### src/rtl/fifo_pkg.sv
// Shared helpers for the multi-port FIFO: pointer sizing and the lane prefix-count function.
package fifo_pkg;

  localparam int unsigned MAX_PORTS = 4;

  // Pointer width including the wrap bit.
  function automatic int unsigned ptr_w(input int unsigned depth);
    return $clog2(depth) + 1;
  endfunction

  // Number of consecutive ones starting at bit 0.
  function automatic int unsigned prefix_len(input logic [MAX_PORTS-1:0] vec);
    int unsigned n;
    logic        run;
    n   = 0;
    run = 1'b1;
    for (int i = 0; i < MAX_PORTS; i++) begin
      run = run & vec[i];
      if (run) n++;
    end
    return n;
  endfunction

endpackage

### src/rtl/sync_fifo_mp_if.sv
// Handshake bundle for sync_fifo_mp: enqueue lanes, dequeue lanes, flush and status.
interface sync_fifo_mp_if
  import fifo_pkg::*;
#(
  parameter int unsigned DATA_WIDTH  = 64,
  parameter int unsigned QUEUE_DEPTH = 16,
  parameter int unsigned ENQ_PORTS   = 2,
  parameter int unsigned DEQ_PORTS   = 2
);

  localparam int unsigned CNT_W = ptr_w(QUEUE_DEPTH);

  logic                            flush;
  logic [ENQ_PORTS-1:0]            enq_valid;
  logic [ENQ_PORTS*DATA_WIDTH-1:0] enq_wdata;
  logic [ENQ_PORTS-1:0]            enq_ready;
  logic [DEQ_PORTS-1:0]            deq_ready;
  logic [DEQ_PORTS-1:0]            deq_valid;
  logic [DEQ_PORTS*DATA_WIDTH-1:0] deq_rdata;
  logic [CNT_W-1:0]                count;
  logic                            is_full;
  logic                            is_empty;
  logic                            almost_full;

  modport master (
    output flush, enq_valid, enq_wdata, deq_ready,
    input  enq_ready, deq_valid, deq_rdata, count, is_full, is_empty, almost_full
  );

  modport slave (
    input  flush, enq_valid, enq_wdata, deq_ready,
    output enq_ready, deq_valid, deq_rdata, count, is_full, is_empty, almost_full
  );

endinterface

### src/rtl/fifo_lane_cnt.sv
// Counts the contiguous run of set lanes starting at lane 0.
module fifo_lane_cnt
  import fifo_pkg::*;
#(
  parameter int unsigned WIDTH = 2,
  localparam int unsigned CNT_W = $clog2(WIDTH + 1)
) (
  input  logic [WIDTH-1:0] i_vec,
  output logic [CNT_W-1:0] o_cnt
);

  logic [MAX_PORTS-1:0] w_vec;

  always_comb begin
    w_vec            = '0;
    w_vec[WIDTH-1:0] = i_vec;
  end

  assign o_cnt = CNT_W'(prefix_len(w_vec));

endmodule

### src/rtl/sync_fifo_mp.sv
// Multi-port synchronous FWFT FIFO: up to ENQ_PORTS writes and DEQ_PORTS reads per cycle,
// with flush, registered occupancy count and almost-full reporting.
module sync_fifo_mp
  import fifo_pkg::*;
#(
  parameter int unsigned DATA_WIDTH   = 64,
  parameter int unsigned QUEUE_DEPTH  = 16,
  parameter int unsigned ENQ_PORTS    = 2,
  parameter int unsigned DEQ_PORTS    = 2,
  parameter int unsigned AFULL_MARGIN = 2
) (
  input logic           clk,
  input logic           rst,
  sync_fifo_mp_if.slave bus
);

  localparam int unsigned PTR_W  = ptr_w(QUEUE_DEPTH);
  localparam int unsigned IDX_W  = PTR_W - 1;
  localparam int unsigned ENQ_CW = $clog2(ENQ_PORTS + 1);
  localparam int unsigned DEQ_CW = $clog2(DEQ_PORTS + 1);

  logic [PTR_W-1:0]      r_wptr;
  logic [PTR_W-1:0]      r_rptr;
  logic [PTR_W-1:0]      r_count;
  logic [DATA_WIDTH-1:0] r_mem [QUEUE_DEPTH];

  logic [PTR_W-1:0]                w_free;
  logic [ENQ_PORTS-1:0]            w_enq_ready;
  logic [ENQ_PORTS-1:0]            w_enq_fire;
  logic [ENQ_PORTS-1:0]            w_wr_en;
  logic [DEQ_PORTS-1:0]            w_deq_valid;
  logic [DEQ_PORTS-1:0]            w_deq_fire;
  logic [ENQ_CW-1:0]               w_n_enq;
  logic [DEQ_CW-1:0]               w_n_deq;
  logic [IDX_W-1:0]                w_widx [ENQ_PORTS];
  logic [IDX_W-1:0]                w_ridx [DEQ_PORTS];
  logic [DEQ_PORTS*DATA_WIDTH-1:0] w_rdata;
  logic                            w_clear;

  assign w_clear = rst | bus.flush;

  // Readiness uses only pre-cycle free space; a same-cycle dequeue never frees a slot.
  assign w_free = PTR_W'(QUEUE_DEPTH) - r_count;

  always_comb begin
    for (int i = 0; i < ENQ_PORTS; i++) begin
      w_enq_ready[i] = w_free > PTR_W'(i);
      w_widx[i]      = r_wptr[IDX_W-1:0] + IDX_W'(i);
    end
  end

  always_comb begin
    w_rdata = '0;
    for (int i = 0; i < DEQ_PORTS; i++) begin
      w_deq_valid[i] = r_count > PTR_W'(i);
      w_ridx[i]      = r_rptr[IDX_W-1:0] + IDX_W'(i);
      if (w_deq_valid[i]) w_rdata[i*DATA_WIDTH +: DATA_WIDTH] = r_mem[w_ridx[i]];
    end
  end

  assign w_enq_fire = bus.enq_valid & w_enq_ready;
  assign w_deq_fire = bus.deq_ready & w_deq_valid;

  fifo_lane_cnt #(
    .WIDTH(ENQ_PORTS)
  ) u_enq_cnt (
    .i_vec(w_enq_fire),
    .o_cnt(w_n_enq)
  );

  fifo_lane_cnt #(
    .WIDTH(DEQ_PORTS)
  ) u_deq_cnt (
    .i_vec(w_deq_fire),
    .o_cnt(w_n_deq)
  );

  // Lanes past the first gap are dropped even if they are valid and ready.
  always_comb begin
    for (int k = 0; k < ENQ_PORTS; k++) begin
      w_wr_en[k] = ENQ_CW'(k) < w_n_enq;
    end
  end

  always_ff @(posedge clk) begin
    if (!w_clear) begin
      for (int k = 0; k < ENQ_PORTS; k++) begin
        if (w_wr_en[k]) r_mem[w_widx[k]] <= bus.enq_wdata[k*DATA_WIDTH +: DATA_WIDTH];
      end
    end
  end

  always_ff @(posedge clk) begin
    if (w_clear) begin
      r_wptr  <= '0;
      r_rptr  <= '0;
      r_count <= '0;
    end else begin
      r_wptr  <= r_wptr + PTR_W'(w_n_enq);
      r_rptr  <= r_rptr + PTR_W'(w_n_deq);
      r_count <= r_count + PTR_W'(w_n_enq) - PTR_W'(w_n_deq);
    end
  end

  assign bus.enq_ready   = w_enq_ready;
  assign bus.deq_valid   = w_deq_valid;
  assign bus.deq_rdata   = w_rdata;
  assign bus.count       = r_count;
  assign bus.is_full     = r_count == PTR_W'(QUEUE_DEPTH);
  assign bus.is_empty    = r_count == '0;
  assign bus.almost_full = 32'(w_free) <= AFULL_MARGIN;

endmodule

### src/flat_wrapper.sv
// flat-port wrapper written by rule: the top's interface ports become plain ports
module sync_fifo_mp_flat import fifo_pkg::*;
#(
  parameter int unsigned DATA_WIDTH   = 64,
  parameter int unsigned QUEUE_DEPTH  = 16,
  parameter int unsigned ENQ_PORTS    = 2,
  parameter int unsigned DEQ_PORTS    = 2,
  parameter int unsigned AFULL_MARGIN = 2
)
  (clk, rst, bus_flush, bus_enq_valid, bus_enq_wdata, bus_deq_ready, bus_enq_ready, bus_deq_valid, bus_deq_rdata, bus_count, bus_is_full, bus_is_empty, bus_almost_full);
  sync_fifo_mp_if #(.DATA_WIDTH(DATA_WIDTH), .QUEUE_DEPTH(QUEUE_DEPTH), .ENQ_PORTS(ENQ_PORTS), .DEQ_PORTS(DEQ_PORTS)) bus_i ();
  input logic clk;
  input logic rst;
  input wire logic [$bits(bus_i.flush)-1:0] bus_flush;
  input wire logic [$bits(bus_i.enq_valid)-1:0] bus_enq_valid;
  input wire logic [$bits(bus_i.enq_wdata)-1:0] bus_enq_wdata;
  input wire logic [$bits(bus_i.deq_ready)-1:0] bus_deq_ready;
  output wire logic [$bits(bus_i.enq_ready)-1:0] bus_enq_ready;
  output wire logic [$bits(bus_i.deq_valid)-1:0] bus_deq_valid;
  output wire logic [$bits(bus_i.deq_rdata)-1:0] bus_deq_rdata;
  output wire logic [$bits(bus_i.count)-1:0] bus_count;
  output wire logic [$bits(bus_i.is_full)-1:0] bus_is_full;
  output wire logic [$bits(bus_i.is_empty)-1:0] bus_is_empty;
  output wire logic [$bits(bus_i.almost_full)-1:0] bus_almost_full;
  assign bus_i.flush = bus_flush;
  assign bus_i.enq_valid = bus_enq_valid;
  assign bus_i.enq_wdata = bus_enq_wdata;
  assign bus_i.deq_ready = bus_deq_ready;
  assign bus_enq_ready = bus_i.enq_ready;
  assign bus_deq_valid = bus_i.deq_valid;
  assign bus_deq_rdata = bus_i.deq_rdata;
  assign bus_count = bus_i.count;
  assign bus_is_full = bus_i.is_full;
  assign bus_is_empty = bus_i.is_empty;
  assign bus_almost_full = bus_i.almost_full;
  sync_fifo_mp #(.DATA_WIDTH(DATA_WIDTH), .QUEUE_DEPTH(QUEUE_DEPTH), .ENQ_PORTS(ENQ_PORTS), .DEQ_PORTS(DEQ_PORTS), .AFULL_MARGIN(AFULL_MARGIN)) u_core (.clk(clk), .rst(rst), .bus(bus_i));
endmodule
### config.mk
export PLATFORM = sky130hd
export DESIGN_NAME = sync_fifo_mp_flat
export DESIGN_NICKNAME = d
export VERILOG_FILES = /design/src/rtl/fifo_pkg.sv /design/src/rtl/sync_fifo_mp_if.sv /design/src/rtl/fifo_lane_cnt.sv /design/src/rtl/sync_fifo_mp.sv /design/src/flat_wrapper.sv
export SDC_FILE = /design/constraint.sdc
export NUM_CORES = 2
export LEC_CHECK = 0
export CAP_MARGIN = 20
export CORE_UTILIZATION = 40
export CTS_BUF_LIST = sky130_fd_sc_hd__clkbuf_16
export CTS_CLUSTER_DIAMETER = 60
export DETAILED_ROUTE_END_ITERATION = 8
export DONT_BUFFER_PORTS = 1
export PLACE_DENSITY = 0.61
export SLEW_MARGIN = 20
export SYNTH_ARGS = -nofsm -noshare
export SYNTH_HDL_FRONTEND = slang
export SYNTH_SLANG_ARGS = --single-unit
### constraint.sdc
create_clock -name clk -period 10.21 [get_ports clk]
set_clock_uncertainty 0.15 [all_clocks]
set_input_delay 3.063 -clock clk [delete_from_list [all_inputs] [get_ports clk]]
set_output_delay 3.063 -clock clk [all_outputs]
set_load 0.01 [all_outputs]
==> impl_metrics.csv <==
group,metric,value,unit
clock_tree,clkSinkCount,1037,
floorplanning,ios,275,
setup_path,start_kind,"flop",
floorplanning,core_area,0.149,mm2
grt,grtUsageTotal,26.2,%
worst_hold_path,worstHoldPathCells,2,
yosys,avgSynthCellArea,16.6,um2
yosys,synth_top_family_by_area,"multiplexers",
power,power.density,187,mW/mm2
setup_path,crit_path_end_kind,"output port",
clock_tree,clkTransAtPathRegs,40,ps
place,dpl_cell_area,0.0620,mm2
yosys,synthSimpleGateAreaFrac,0.884,%
place,port_buffers,0,
finish,fin_cells,5531,
setup_path,worstSetupPathType,"reg2out",
finish,drive_gt1_share,52.5,%
yosys,synth_fa_ha_area_share,0.508,%
yosys,synth_edf_count,1024,
setup_path,worstPathRequired,7000,ps
grt,overflow,0,
setup_path,r2r_end,"u_core.r_mem[4][19]",
yosys,syn-num-nets,3776,
detailed_routing,drcViolationCount,0,
yosys,ys_types,57,
clock_tree,cts_max_level,4,
place,hpwl,110000,um
sta,slew_headroom,23.1,%
place,place_inst,5288,
finish,mostFrequentLayoutCells,"edfxtp_1, mux2_2, mux4_2",
clock_tree,cts_resized,0,
sta,grt_setup_unrepaired,"false",
sta,layout_setup_ws,2180,ps
sta,hold_viol_final,0,
yosys,ys_async_sr_fraction,0,%
sta,fin_setup_tns,0,ps
sta,fin_crit_sh,78.6,%
grt,grt_antenna_before_repair,3,
sta,setup_viol_count_final,0,
detailed_routing,wire_per_inst,36.3,um
setup_path,r2r_cells,11,
yosys,synthMuxAreaShare,38.7,%
yosys,ys.flop_type,"edfxtp_1",
floorplanning,dieHeight,390,um
place,place.gp.congestion,0.779,
job,maxCapViolations,0,
clock_tree,clock_latency,760,ps
grt,grt_max_degree,102,
detailed_routing,vias,36795,
detailed_routing,firstDrtPassIters,6,
clock_tree,cts_max_path_buffers,3,
finish,regArea,0.0310,mm2
worst_hold_path,hold_path.class,"reg2reg",
floorplanning,die_w,390,um
status,status,"finished clean",
sta,post-route-min-period,8030,ps
detailed_routing,wl,201000,um
yosys,syn-instance-count,3619,
power,max-vdd-ir-drop,0.300,mV
power,p_leak,20.5,nW
setup_path,crit_fanout,57,
detailed_routing,viasPerCell,6.65,
finish,diodes,0,
finish,final_common_cell,"edfxtp_1",
finish,area_growth,10.3,%
yosys,ys_ff_latch,1037,
sta,drv_slew,0,
detailed_routing,drt-initial-drc-count,3671,
setup_path,cp_data_arrival_time,4820,ps
clock_tree,ctsHoldBuffers,0,
yosys,synth_xor_area_share,0.102,%
sta,worstMarginPinSlew,1150,ps
floorplanning,start_util,40.5,%
floorplanning,rows,141,
worst_hold_path,min_from,"u_core.r_wptr[2]",
yosys,syn_area,0.0601,mm2
finish,multi_input_area,0.0276,mm2
finish,fillers,13074,
clock_tree,cts_tree,"done",
yosys,yosysSeqAreaShare,51.6,%
floorplanning,die_area,0.152,mm2
setup_path,timing.rr.start,"u_core.bus.count[0]",
clock_tree,post_cts_buffers,0,
worst_hold_path,min_to,"u_core.r_wptr[2]",
detailed_routing,final_antenna_net_count,0,
grt,grt_pass1_wl,285000,um
clock_tree,numCtsBuffers,133,
sta,max_clock_freq,125,MHz
finish,finalNetCount,3579,
yosys,synth_compound_area_share,5.13,%
setup_path,r2r_slack,5030,ps
finish,finalInstanceArea,0.0663,mm2
clock_tree,cts_root_buf,"clkbuf_16",
grt,grt_pass1_vias,37637,
yosys,ys_warn_count,0,
place,dp_worst_setup_slack,2870,ps
synthesized netlist by cell type, types with 7 or more instances:
master | count | area (um2)
nand3_1 | 7 | 35.0
a211oi_1 | 8 | 60.1
mux2_2 | 959 | 10800
buf_1 | 14 | 52.6
clkbuf_1 | 257 | 965
o21ai_0 | 134 | 671
a21oi_1 | 74 | 370
edfxtp_1 | 1024 | 30700
inv_1 | 17 | 63.8
buf_2 | 150 | 751
mux2_1 | 16 | 180
ha_1 | 18 | 225
mux4_2 | 512 | 11500
nand2_1 | 8 | 30.0
a31oi_1 | 63 | 394
dfxtp_1 | 13 | 260
and2_1 | 8 | 50.1
nand4_2 | 7 | 87.6
nor2_1 | 18 | 67.6
and3_1 | 7 | 43.8
a22oi_1 | 191 | 1430
mux2_4 | 49 | 736
worst max path at each step:
| stage | start | to | slack [ps] | cells past startpoint |
|---|---|---|---|---|
| CTS | u_core.r_rptr[0] | bus_deq_rdata[104] | 2060 | 6 |
| floorplan | bus_flush | u_core.r_mem[1][0] | 750 | 4 |
| global route | u_core.r_rptr[0] | bus_deq_rdata[110] | 1820 | 6 |
| finish | u_core.r_rptr[0] | bus_deq_rdata[104] | 2180 | 6 |
| global placement | u_core.r_rptr[0] | bus_deq_rdata[126] | 2960 | 6 |
| detailed placement | u_core.r_rptr[0] | bus_deq_rdata[104] | 2870 | 6 |
area by class of cell:
cell class	instances	share of cell area (%)
inverters	18	0.102
multi-input cells	2137	41.7
well taps	2002	3.78
clock buffers	137	5.17
clock inverters	105	1.30
flip-flops and latches	1037	46.8
repair buffers	95	1.24
logic make-up after synthesis:
kind of cell / after synthesis
AND/OR/NAND/NOR: 85
multiplexers: 1536
XOR/XNOR: 7
flip-flops: 1037
adder cells (fa/ha/maj): 22
buffers and inverters: 445
AO/OA/AOI/OAI: 487
metal layers:
metal | up-vias | part of all wire (%) | track usage, %
met3 | 295 | 8.4 | 5.80
li1 | 14710 | - | -
met2 | 1714 | 49 | 43.7
met5 | - | 0 | 0
met1 | 20076 | 40 | 34.3
met4 | 0 | 2.6 | 7.60
metrics by stage:
step	hold WS (ps)	utilization [%]	total power, mW
6_report	435	44.7	12.4
5_1_grt	480	44.7	12.8
4_1_cts	444	44.6	12.5
3_5_place_dp	431	41.8	7.88
3_3_place_gp	437	41.7	7.86
2_1_floorplan	376	-	6.98
critical path, cell delays in order (launching register included):
cell and delay, ps:
dfxtp_4 840, buf_4 690, buf_4 830, buf_4 680, mux4_2 600, o21ai_0 110
a31oi_1 180
state kept, by name, summed over array words and instances (netlist names):
register          flops
u_core.bus.count      5
u_core.r_mem       1024
u_core.r_rptr         4
u_core.r_wptr         4
report_power, final:
part	leakage, nW	switching, mW	total, mW	internal (mW)
clock network	2.22	1.92	4.66	2.74
registers	9.32	0.0724	4.84	4.77
logic	8.98	1.79	2.93	1.15
total	20.5	3.78	12.4	8.65
Power figures use the tool's default switching activity.
